$ cat config.mk
export PLATFORM = sky130hd
export DESIGN_NAME = fp16_mul_arbiter
export DESIGN_NICKNAME = d
export VERILOG_FILES = /design/src/rtl/fp16_mul_arbiter.sv
export SDC_FILE = /design/constraint.sdc
export NUM_CORES = 1
export LEC_CHECK = 0
export ABC_CLOCK_PERIOD_IN_PS = 3500
export BUFFER_PORTS_ARGS = -buffer_cell sky130_fd_sc_hd__clkbuf_2
export CAP_MARGIN = 20
export CORE_MARGIN = 2
export CORE_UTILIZATION = 35
export CTS_BUF_LIST = sky130_fd_sc_hd__clkbuf_4 sky130_fd_sc_hd__clkbuf_8 sky130_fd_sc_hd__clkbuf_16
export CTS_CLUSTER_DIAMETER = 100
export DETAILED_ROUTE_END_ITERATION = 8
export PLACE_DENSITY = 0.73
export SLEW_MARGIN = 20
export SYNTH_ARGS = -nofsm -noshare
export SYNTH_HDL_FRONTEND = slang
export SYNTH_SLANG_ARGS = --single-unit
$ cat constraint.sdc
create_clock -name clk -period 3.5 [get_ports clk]
set_input_delay 0.175 -clock clk [delete_from_list [all_inputs] [get_ports clk]]
set_output_delay 0.175 -clock clk [all_outputs]
set_load 0.01 [all_outputs]
$ cat src/rtl/fp16_mul_arbiter.sv
// Shares one pipelined fp16 multiplier among NUM_REQ requesters and routes each product back to its issuer.
// Define FP16_MUL_ARB_RR_EN for round-robin arbitration; the default build is fixed priority (lowest index wins).
module fp16_mul_arbiter #(
   parameter int NUM_REQ     = 4,
   parameter int MUL_LATENCY = 11
) (
   input  logic                    clk,
   input  logic                    rst_n,
   input  logic [NUM_REQ-1:0]      req_valid,
   input  logic [16*NUM_REQ-1:0]   req_a,
   input  logic [16*NUM_REQ-1:0]   req_b,
   output logic [NUM_REQ-1:0]      req_ready,
   input  logic                    hold,
   output logic [15:0]             mul_a,
   output logic [15:0]             mul_b,
   input  logic [15:0]             mul_out,
   output logic [NUM_REQ-1:0]      rsp_valid,
   output logic [15:0]             rsp_data,
   output logic                    busy
);

   localparam int IW = (NUM_REQ > 1) ? $clog2(NUM_REQ) : 1;
   localparam int CW = $clog2(MUL_LATENCY + 1);

   // Handshake protocol: a transfer happens in a cycle where req_valid[i] & req_ready[i];
   // req_ready is one-hot and only ever asserted on a requester that is already valid.
   logic [NUM_REQ-1:0] grant;
   logic [IW-1:0]      grant_idx;
   logic               grant_any;

`ifdef FP16_MUL_ARB_RR_EN
   logic [IW-1:0] ptr;

   always_comb begin
      int idx;
      grant     = '0;
      grant_idx = '0;
      grant_any = 1'b0;
      idx       = 0;
      for (int k = 1; k <= NUM_REQ; k++) begin
         idx = (int'(ptr) + k) % NUM_REQ;
         if (!grant_any && req_valid[idx] && !hold && rst_n) begin
            grant_any = 1'b1;
            grant_idx = IW'(idx);
         end
      end
      if (grant_any) grant[grant_idx] = 1'b1;
   end

   // Pointer remembers the last winner; reset value makes requester 0 first in line.
   always_ff @(posedge clk or negedge rst_n) begin
      if (!rst_n)         ptr <= IW'(NUM_REQ - 1);
      else if (grant_any) ptr <= grant_idx;
   end
`else
   always_comb begin
      grant     = '0;
      grant_idx = '0;
      grant_any = 1'b0;
      for (int k = 0; k < NUM_REQ; k++) begin
         if (!grant_any && req_valid[k] && !hold && rst_n) begin
            grant_any = 1'b1;
            grant_idx = IW'(k);
         end
      end
      if (grant_any) grant[grant_idx] = 1'b1;
   end
`endif

   assign req_ready = grant;

   always_comb begin
      mul_a = 16'h0000;
      mul_b = 16'h0000;
      if (grant_any) begin
         mul_a = req_a[16*grant_idx +: 16];
         mul_b = req_b[16*grant_idx +: 16];
      end
   end

   // Tag pipeline mirrors the multiplier depth; only the valid bits need reset.
   logic [MUL_LATENCY-1:0] tag_v;
   logic [IW-1:0]          tag_idx [MUL_LATENCY];
   logic                   retire;
   logic [NUM_REQ-1:0]     ret_onehot;

   always_ff @(posedge clk or negedge rst_n) begin
      if (!rst_n) tag_v <= '0;
      else        tag_v <= {tag_v[MUL_LATENCY-2:0], grant_any};
   end

   always_ff @(posedge clk) begin
      tag_idx[0] <= grant_idx;
      for (int s = 1; s < MUL_LATENCY; s++) tag_idx[s] <= tag_idx[s-1];
   end

   assign retire     = tag_v[MUL_LATENCY-1];
   assign ret_onehot = NUM_REQ'(1) << tag_idx[MUL_LATENCY-1];

   always_ff @(posedge clk or negedge rst_n) begin
      if (!rst_n) begin
         rsp_valid <= '0;
         rsp_data  <= 16'h0000;
      end else begin
         rsp_valid <= retire ? ret_onehot : '0;
         if (retire) rsp_data <= mul_out;
      end
   end

   logic [CW-1:0] count;
   logic [CW-1:0] count_next;

   always_comb begin
      count_next = count;
      case ({grant_any, retire})
         2'b10:   count_next = count + CW'(1);
         2'b01:   count_next = count - CW'(1);
         default: count_next = count;
      endcase
   end

   // busy also spans the response cycle, so it drops the cycle after rsp_valid.
   always_ff @(posedge clk or negedge rst_n) begin
      if (!rst_n) begin
         count <= '0;
         busy  <= 1'b0;
      end else begin
         count <= count_next;
         busy  <= (count_next != '0) | retire;
      end
   end

endmodule

==> metrics.md, run 1 <==
| Metric | Value |
|---|---|
| Status | `complete, no violations` |
| Reg area | `about 1300 um2` |
| FP Rows | `31` |
| Grt total ovfl | `0` |
| Final WL | `8460 um` |
| Synth Cell Area | `2580 um2` |
| CP max stage delay | `0.79 ns` |
| Starting DRT DRC Count | `100` |
| Worst setup EP type | `output pin` |
| Top_reg_cell synth | `dfrtp_1` |
| Hold Crit Class | `in2reg` |
| Buf/Inv on CP | `4` |
| Final #Nets | `593` |
| Final Core Density | `0.539` |
| Fin. max-slew vios | `0` |
| Worst slew margin | `0.597` |
| Peak VDD IR | `~0.00028 V` |
| Hpwl dp | `around 6600 um` |
| Worst Setup Start Kind | `input port` |
| P&R area growth vs syn | `50.7%` |
| Slowest-stage cell, CP | `or3_2` |
| Final Hold Viols | `0` |
| Cell accounting for the most synthesized area | `dfrtp_1` |
| Synthesized instance count | `234` |
| Multi-input gate area | `1150 um2` |
| GR Util All Layers | `0.206` |
| Worst slew pin tran | `slightly above 0.6 ns` |
| Chip height | `89.9 um` |
| Remaining antenna violation count | `0` |
| TritonCTS clock tree | `built` |
| Cts bufs inserted | `9` |
| Initial antenna violation count | `0` |
| Core area | `7210 um2` |
| Critical path cell sequence | `dlygate4sd3_1 > clkbuf_2 > buf_4 > nand2b_1 > or3_2 > a22oi_1 > a21oi_1 > clkbuf_2` |
| Static Leak | `2.03 nW` |
| Number of top-level pins | `208` |
| Highest Clock Rate | `0.341 GHz` |
| Period utilization | `0.838` |
| RR Startpoint | `tag_v[10]` |
| RSZ-0062 raised after global routing | `false` |
| Final RePlAce weighted congestion | `0.891` |
| Setup slack, reg-to-reg | `0.93 ns` |
| Design area | `3890 um2` |
| Root Driver | `clkbuf_8` |
| PD cells | `439 nW/um2` |
| Clock slew at reported path FFs | `approximately 0.06 ns` |
| Crit-path max FO | `37` |
| I/O Buffers | `207` |
| Setup violators final | `0` |
| Routed len/inst | `15.6 um` |
| Post-DP Area | `3700 um2` |
| Total iterations of the first detailed-routing run | `5` |
| Post-synth EDFFs | `0` |
| Post-DR vias/cell | `5.16` |
| Hold Path Origin | `mul_out[13]` |
| # H-tree levels | `3` |
| Via Count | `2,800` |
| Worst flop-to-flop path endpoint | `busy` |
| Starting Density | `0.358` |
| Syn Area/Cell | `~11 um2` |
| Hold depth | `2` |
| Crit-path most repeated cell | `clkbuf_2` |
| Fraction of registers with async set/reset | `0.621` |
| Post-synth cell types | `36` |
| # fillers | `682` |
| Max-Cap Viols | `0` |
| Cts repair resizes | `0` |
| R2R cell count | `8` |
| Synth area leaders | `dfrtp_1 (35%), a22oi_1 (19%), dfxtp_1 (17%), mux2_2 (7.0%), a21oi_1 (6.6%)` |
| CP Data Arrival Time | `2.76 ns` |
| Worst Skew | `roughly 0.0032 ns` |
| Critical path type | `in2out` |
| Max clock buf depth | `2` |
| Largest net degree at the start of global routing | `38` |
| Crit path max-delay family | `buffers and inverters` |
| Vias in the first global route | `2,698` |
| Yosys reg bits | `58` |
| Hold worst-path end | `rsp_data[13]` |
| Fin Setup TNS | `0 ns` |
| Share of the synthesized area in the top cell type | `0.349` |
| Clk Latency, worst-skew pair | `0.32 ns` |
| Crit path time final | `roughly 3 ns` |
| Share of cells above drive strength 1 | `0.568` |
| Die X | `89.9 um` |
| Final hold slack | `0.0828 ns` |
| Ant. Diodes | `0` |
| Sequential element share of the synthesized area | `0.519` |
| Worst Path Required | `3.32 ns` |
| First-pass GRT wire length | `13,100 um` |
| Synth warn | `0` |
| DRC viols | `0` |
| CTS Sinks | `58` |
| Die area | `8080 um2` |
| Post-synth net total | `around 390` |
[per-layer routing]
| metal | share of wire | track usage |
|---|---|---|
| met1 | 0.37 | 0.223 |
| met5 | 0 | 0 |
| met3 | 0.089 | 0.0813 |
| met2 | 0.51 | 0.355 |
| met4 | 0.033 | 0.0897 |
[metrics by stage]
step | setup slack (ns) | instances | power, mW
3_3_place_gp | 0.914 | 526 | 1.17
3_5_place_dp | 0.865 | 526 | 1.18
4_1_cts | 0.378 | 543 | 1.73
6_report | 0.568 | 543 | 1.71
5_1_grt | 0.314 | 543 | 1.82
2_1_floorplan | 0.812 | 234 | 0.993
[how the worst max path moves through the flow]
| stage | from | end | slack, ns | cells past startpoint |
|---|---|---|---|---|
| after CTS | rst_n | mul_b[15] | 0.38 | 8 |
| after global placement | rst_n | busy | 0.91 | 10 |
| final | rst_n | mul_b[1] | 0.57 | 8 |
| after floorplan | req_valid[1] | busy | 0.81 | 9 |
| after detailed placement | rst_n | busy | 0.87 | 10 |
| after global routing | rst_n | mul_b[7] | 0.31 | 8 |
[cell families after synthesis]
logic type	count (synthesis)	synth area share
fa+ha+maj	3	0.0145
buf+inv	22	0.0421
compound gates	102	0.266
xor+xnor	4	0.0136
mux	17	0.0756
simple gates	28	0.0683
flops	58	0.519
[power breakdown]
| part | switching (mW) | total, mW | leakage (nW) | internal (mW) |
|---|---|---|---|---|
| clock | 0.237 | 0.534 | 0.0980 | 0.298 |
| combinational | 0.184 | 0.385 | 1.31 | 0.201 |
| sequential | 0.0474 | 0.787 | 0.621 | 0.740 |
[final cells by class]
cell class | instances | share of cell area
Inverter | 2 | 0.00193
Clock buffer | 13 | 0.0412
Multi-Input combinational cell | 154 | 0.296
Timing Repair Buffer | 214 | 0.280
Clock inverter | 3 | 0.00418
Tap cell | 99 | 0.0318
Sequential cell | 58 | 0.345
[registers in the layout, indices dropped and copies added, names as in the netlist]
name	flops
busy	1
count	4
rsp_data	16
rsp_valid	4
tag_idx	22
tag_v	11
[cells in the mapped netlist (2+ instances only)]
master / instances
buf_2: 12
xnor2_1: 3
nor3_1: 2
a22oi_1: 64
nand2_1: 3
dfxtp_1: 22
inv_1: 2
mux2_2: 16
clkbuf_1: 4
a21oi_1: 34
dfrtp_1: 36
nor2_1: 3
ha_1: 3
nand4_1: 2
nor2b_1: 3
or2_2: 2
and3_1: 2
buf_4: 3
[worst register-to-register path: stages, from the launching register on]
cell and delay (ns):
dfrtp_1 0.42, buf_4 0.30, ha_1 0.32, xor2_1 0.18, ha_1 0.24, mux2_4 0.28, or4_1 0.47, a21oi_1 0.13
o211ai_1 0.10
[timing repair]
item                      in CTS  in global routing
hold buffers                   1                  0
buffers inserted               0                  0
hold endpoints to repair      36                  0
[placed cells by master (no fill, tap or decap), drive strengths merged]
cell type	n
o41ai	1
o21ai	1
dfrtp	36
xor2	1
nand2b	1
buf	6
o211ai	1
or4	1
nand4b	1
inv	3
and3b	1
nor2b	3
nand4	2
nand3	1
and3	2
dlygate4sd3	1
clkinv	2
mux2	17
ha	3
a22oi	64
nor2	3
clkbuf	220
dfxtp	22
nor3b	2
or2	2
and2	1
xnor2	3
a31o	1
nor3	2
and4	1
a21oi	34
and4b	1
or3	1
nand2	3
Power figures use the tool's default switching activity.
==> run 2, diff against run 1 <==
--- a/config.mk
+++ b/config.mk
@@ -5,7 +5,7 @@
 export SDC_FILE = /design/constraint.sdc
 export NUM_CORES = 1
 export LEC_CHECK = 0
-export ABC_CLOCK_PERIOD_IN_PS = 3500
+export ABC_CLOCK_PERIOD_IN_PS = 2600
 export BUFFER_PORTS_ARGS = -buffer_cell sky130_fd_sc_hd__clkbuf_2
 export CAP_MARGIN = 20
 export CORE_MARGIN = 2
@@ -13,7 +13,7 @@
 export CTS_BUF_LIST = sky130_fd_sc_hd__clkbuf_4 sky130_fd_sc_hd__clkbuf_8 sky130_fd_sc_hd__clkbuf_16
 export CTS_CLUSTER_DIAMETER = 100
 export DETAILED_ROUTE_END_ITERATION = 8
-export PLACE_DENSITY = 0.73
+export PLACE_DENSITY = 0.76
 export SLEW_MARGIN = 20
 export SYNTH_ARGS = -nofsm -noshare
 export SYNTH_HDL_FRONTEND = slang
==> constraint.sdc (replaced) <==
create_clock -name clk -period 2.6 [get_ports clk]
set_input_delay 0.13 -clock clk [delete_from_list [all_inputs] [get_ports clk]]
set_output_delay 0.13 -clock clk [all_outputs]
set_load 0.01 [all_outputs]
==> run 2 against run 1 <==
Against the previous run: clock power grew 59%; global-route usage about the same; hold slack got worse by 0.041 ns; via count down 0.68%; largest power group unchanged; non-clock buffer count up 4; sequential power grew 35%; largest cell class unchanged; routed wire length decreased by 1.2%; die area is the same; cell count up 0.74%.
==> metrics.md, run 2 (synthesis gave the netlist of run 1 again) <==
| Metric | Value |
|---|---|
| # fillers | `681` |
| Top reg by flops | `tag_idx` |
| Routed len/inst | `15.3 um` |
| Max reg flops | `22` |
| Final WL | `8360 um` |
| Core area | `7210 um2` |
| Worst setup EP type | `output pin` |
| Critical path type | `in2out` |
| Hpwl dp | `6550 um` |
| Starting Density | `0.358` |
| GR Util All Layers | `0.206` |
| Starting DRT DRC Count | `106` |
| Clock slew at reported path FFs | `0.07 ns` |
| Setup violators final | `0` |
| Max-Cap Viols | `0` |
| Chip height | `89.9 um` |
| Die area | `a little over 8000 um2` |
| Max clock buf depth | `2` |
| Placed Cells | `529` |
| Status | `complete, no violations` |
| Post-Layout Cell Count | `547` |
| Root Driver | `clkbuf_8` |
| Highest Clock Rate | `between 0.4 and 0.5 GHz` |
| Share of cells above drive strength 1 | `0.569` |
| PD cells | `a little over 600 nW/um2` |
| Worst slew pin tran | `0.368 ns` |
| Static Leak | `2.07 nW` |
| DRC viols | `0` |
| Final #Nets | `597` |
| Worst Setup Start Kind | `input port` |
| Crit path time final | `2.31 ns` |
| Cts repair resizes | `0` |
| Worst Path Required | `2.47 ns` |
| Worst Skew | `0.00557 ns` |
| Via Count | `between 2k and 3k` |
| CP Data Arrival Time | `2.18 ns` |
| Vias in the first global route | `2,651` |
| FP Rows | `31` |
| Worst slew margin | `0.755` |
| P&R area growth vs syn | `53.7%` |
| CTS Sinks | `58` |
| RSZ-0062 raised after global routing | `false` |
| Hold Crit Class | `in2reg` |
| Period utilization | `0.890` |
| Ant. Diodes | `0` |
| Final hold slack | `between 0.04 and 0.05 ns` |
| Crit-path max FO | `34` |
| Setup slack, reg-to-reg | `0.37 ns` |
| Initial antenna violation count | `0` |
| # H-tree levels | `3` |
| Commonest non-fill, non-tap cells in the layout | `clkbuf_2 (207), a22oi_1 (64), dfrtp_1 (36)` |
| Clk Latency, worst-skew pair | `0.32 ns` |
| Remaining antenna violation count | `0` |
| Fin. max-slew vios | `0` |
| Total iterations of the first detailed-routing run | `4` |
| Largest net degree at the start of global routing | `37` |
| Die X | `~90 um` |
| Commonest non-fill, non-tap cell in the layout | `clkbuf_2` |
| Final Hold Viols | `0` |
| Grt total ovfl | `0` |
| TritonCTS clock tree | `built` |
| Final RePlAce weighted congestion | `roughly 0.83` |
| First-pass GRT wire length | `approximately 13,000 um` |
| Cts bufs inserted | `9` |
| I/O Buffers | `207` |
| Number of top-level pins | `208` |
| Peak VDD IR | `0.000325 V` |
| Post-DR vias/cell | `5.08` |
| Biggest registers after layout | `tag_idx: 22 flops, rsp_data: 16 flops, tag_v: 11 flops` |
[run 2: changes by cell type in the layout (fill, tap and decap cells not counted), sizes merged]
cell / before / now
buf: 6 / 10
bufinv: 0 / 1
clkbuf: 220 / 219
clkinv: 2 / 3
inv: 3 / 2
[run 2: worst max-delay path, cell delays in order]
cell and delay (ns):
clkbuf_2 0.12, dlygate4sd3_1 0.57, buf_4 0.15, nand2b_1 0.10
nor3b_4 0.17, buf_4 0.35, a22oi_1 0.12, a21oi_1 0.27
clkbuf_2 0.19
[run 2: path summary, 6_finish.rpt]
path	start	end	cells past startpoint
min in group asynchronous	rst_n	rsp_valid[3]	4
max in group asynchronous	rst_n	rsp_data[8]	4
max	rst_n	mul_b[3]	9
max reg2reg	tag_v[10]	busy	7
min reg2reg	tag_idx[6][1]	tag_idx[7][1]	0
min	mul_out[13]	rsp_data[13]	2
[run 2: power breakdown]
part	switching (mW)	leakage, nW	internal, mW
combinational	0.244	1.34	0.277
clock	0.332	0.112	0.519
sequential	0.0645	0.621	0.996
[run 2: repair_timing]
action / in CTS / in global routing
endpoints found under the hold margin: 36 / 0
hold buffers: 2 / 0
buffers inserted: 0 / 0
[run 2: per-stage QoR]
step	power [mW]	area, um2	utilization	setup TNS, ns	worst slack, ns
6_report	2.43	3970	0.550	0	0.287
5_1_grt	2.58	3970	0.550	0	0.185
4_1_cts	2.46	3970	0.550	0	0.284
3_5_place_dp	1.60	3730	0.516	-0.00998	-0.00998
3_3_place_gp	1.57	3730	0.516	0	0.0930
2_1_floorplan	1.34	2590	-	0	0.0617
[run 2: area by class of cell]
cell class / instances / area (um2) / share of cell area
sequential: 58 / 1340 / 0.338
multi-input combinational: 154 / 1150 / 0.290
timing repair buffer: 218 / 1130 / 0.286
clock buffer: 12 / 165 / 0.0416
tap: 99 / 124 / 0.0312
clock inverter: 4 / 48.8 / 0.0123
inverter: 2 / 7.51 / 0.00189
[run 2: routing by layer]
layer | GRT usage | vias up | wire length (um) | share of wire
met4 | 0.0885 | 0 | 240 | 0.029
met5 | 0 | - | 0 | 0
met3 | 0.0687 | 16 | 721 | 0.086
met1 | 0.227 | 1297 | 3190 | 0.38
met2 | 0.362 | 149 | 4210 | 0.50
li1 | - | 1319 | - | -
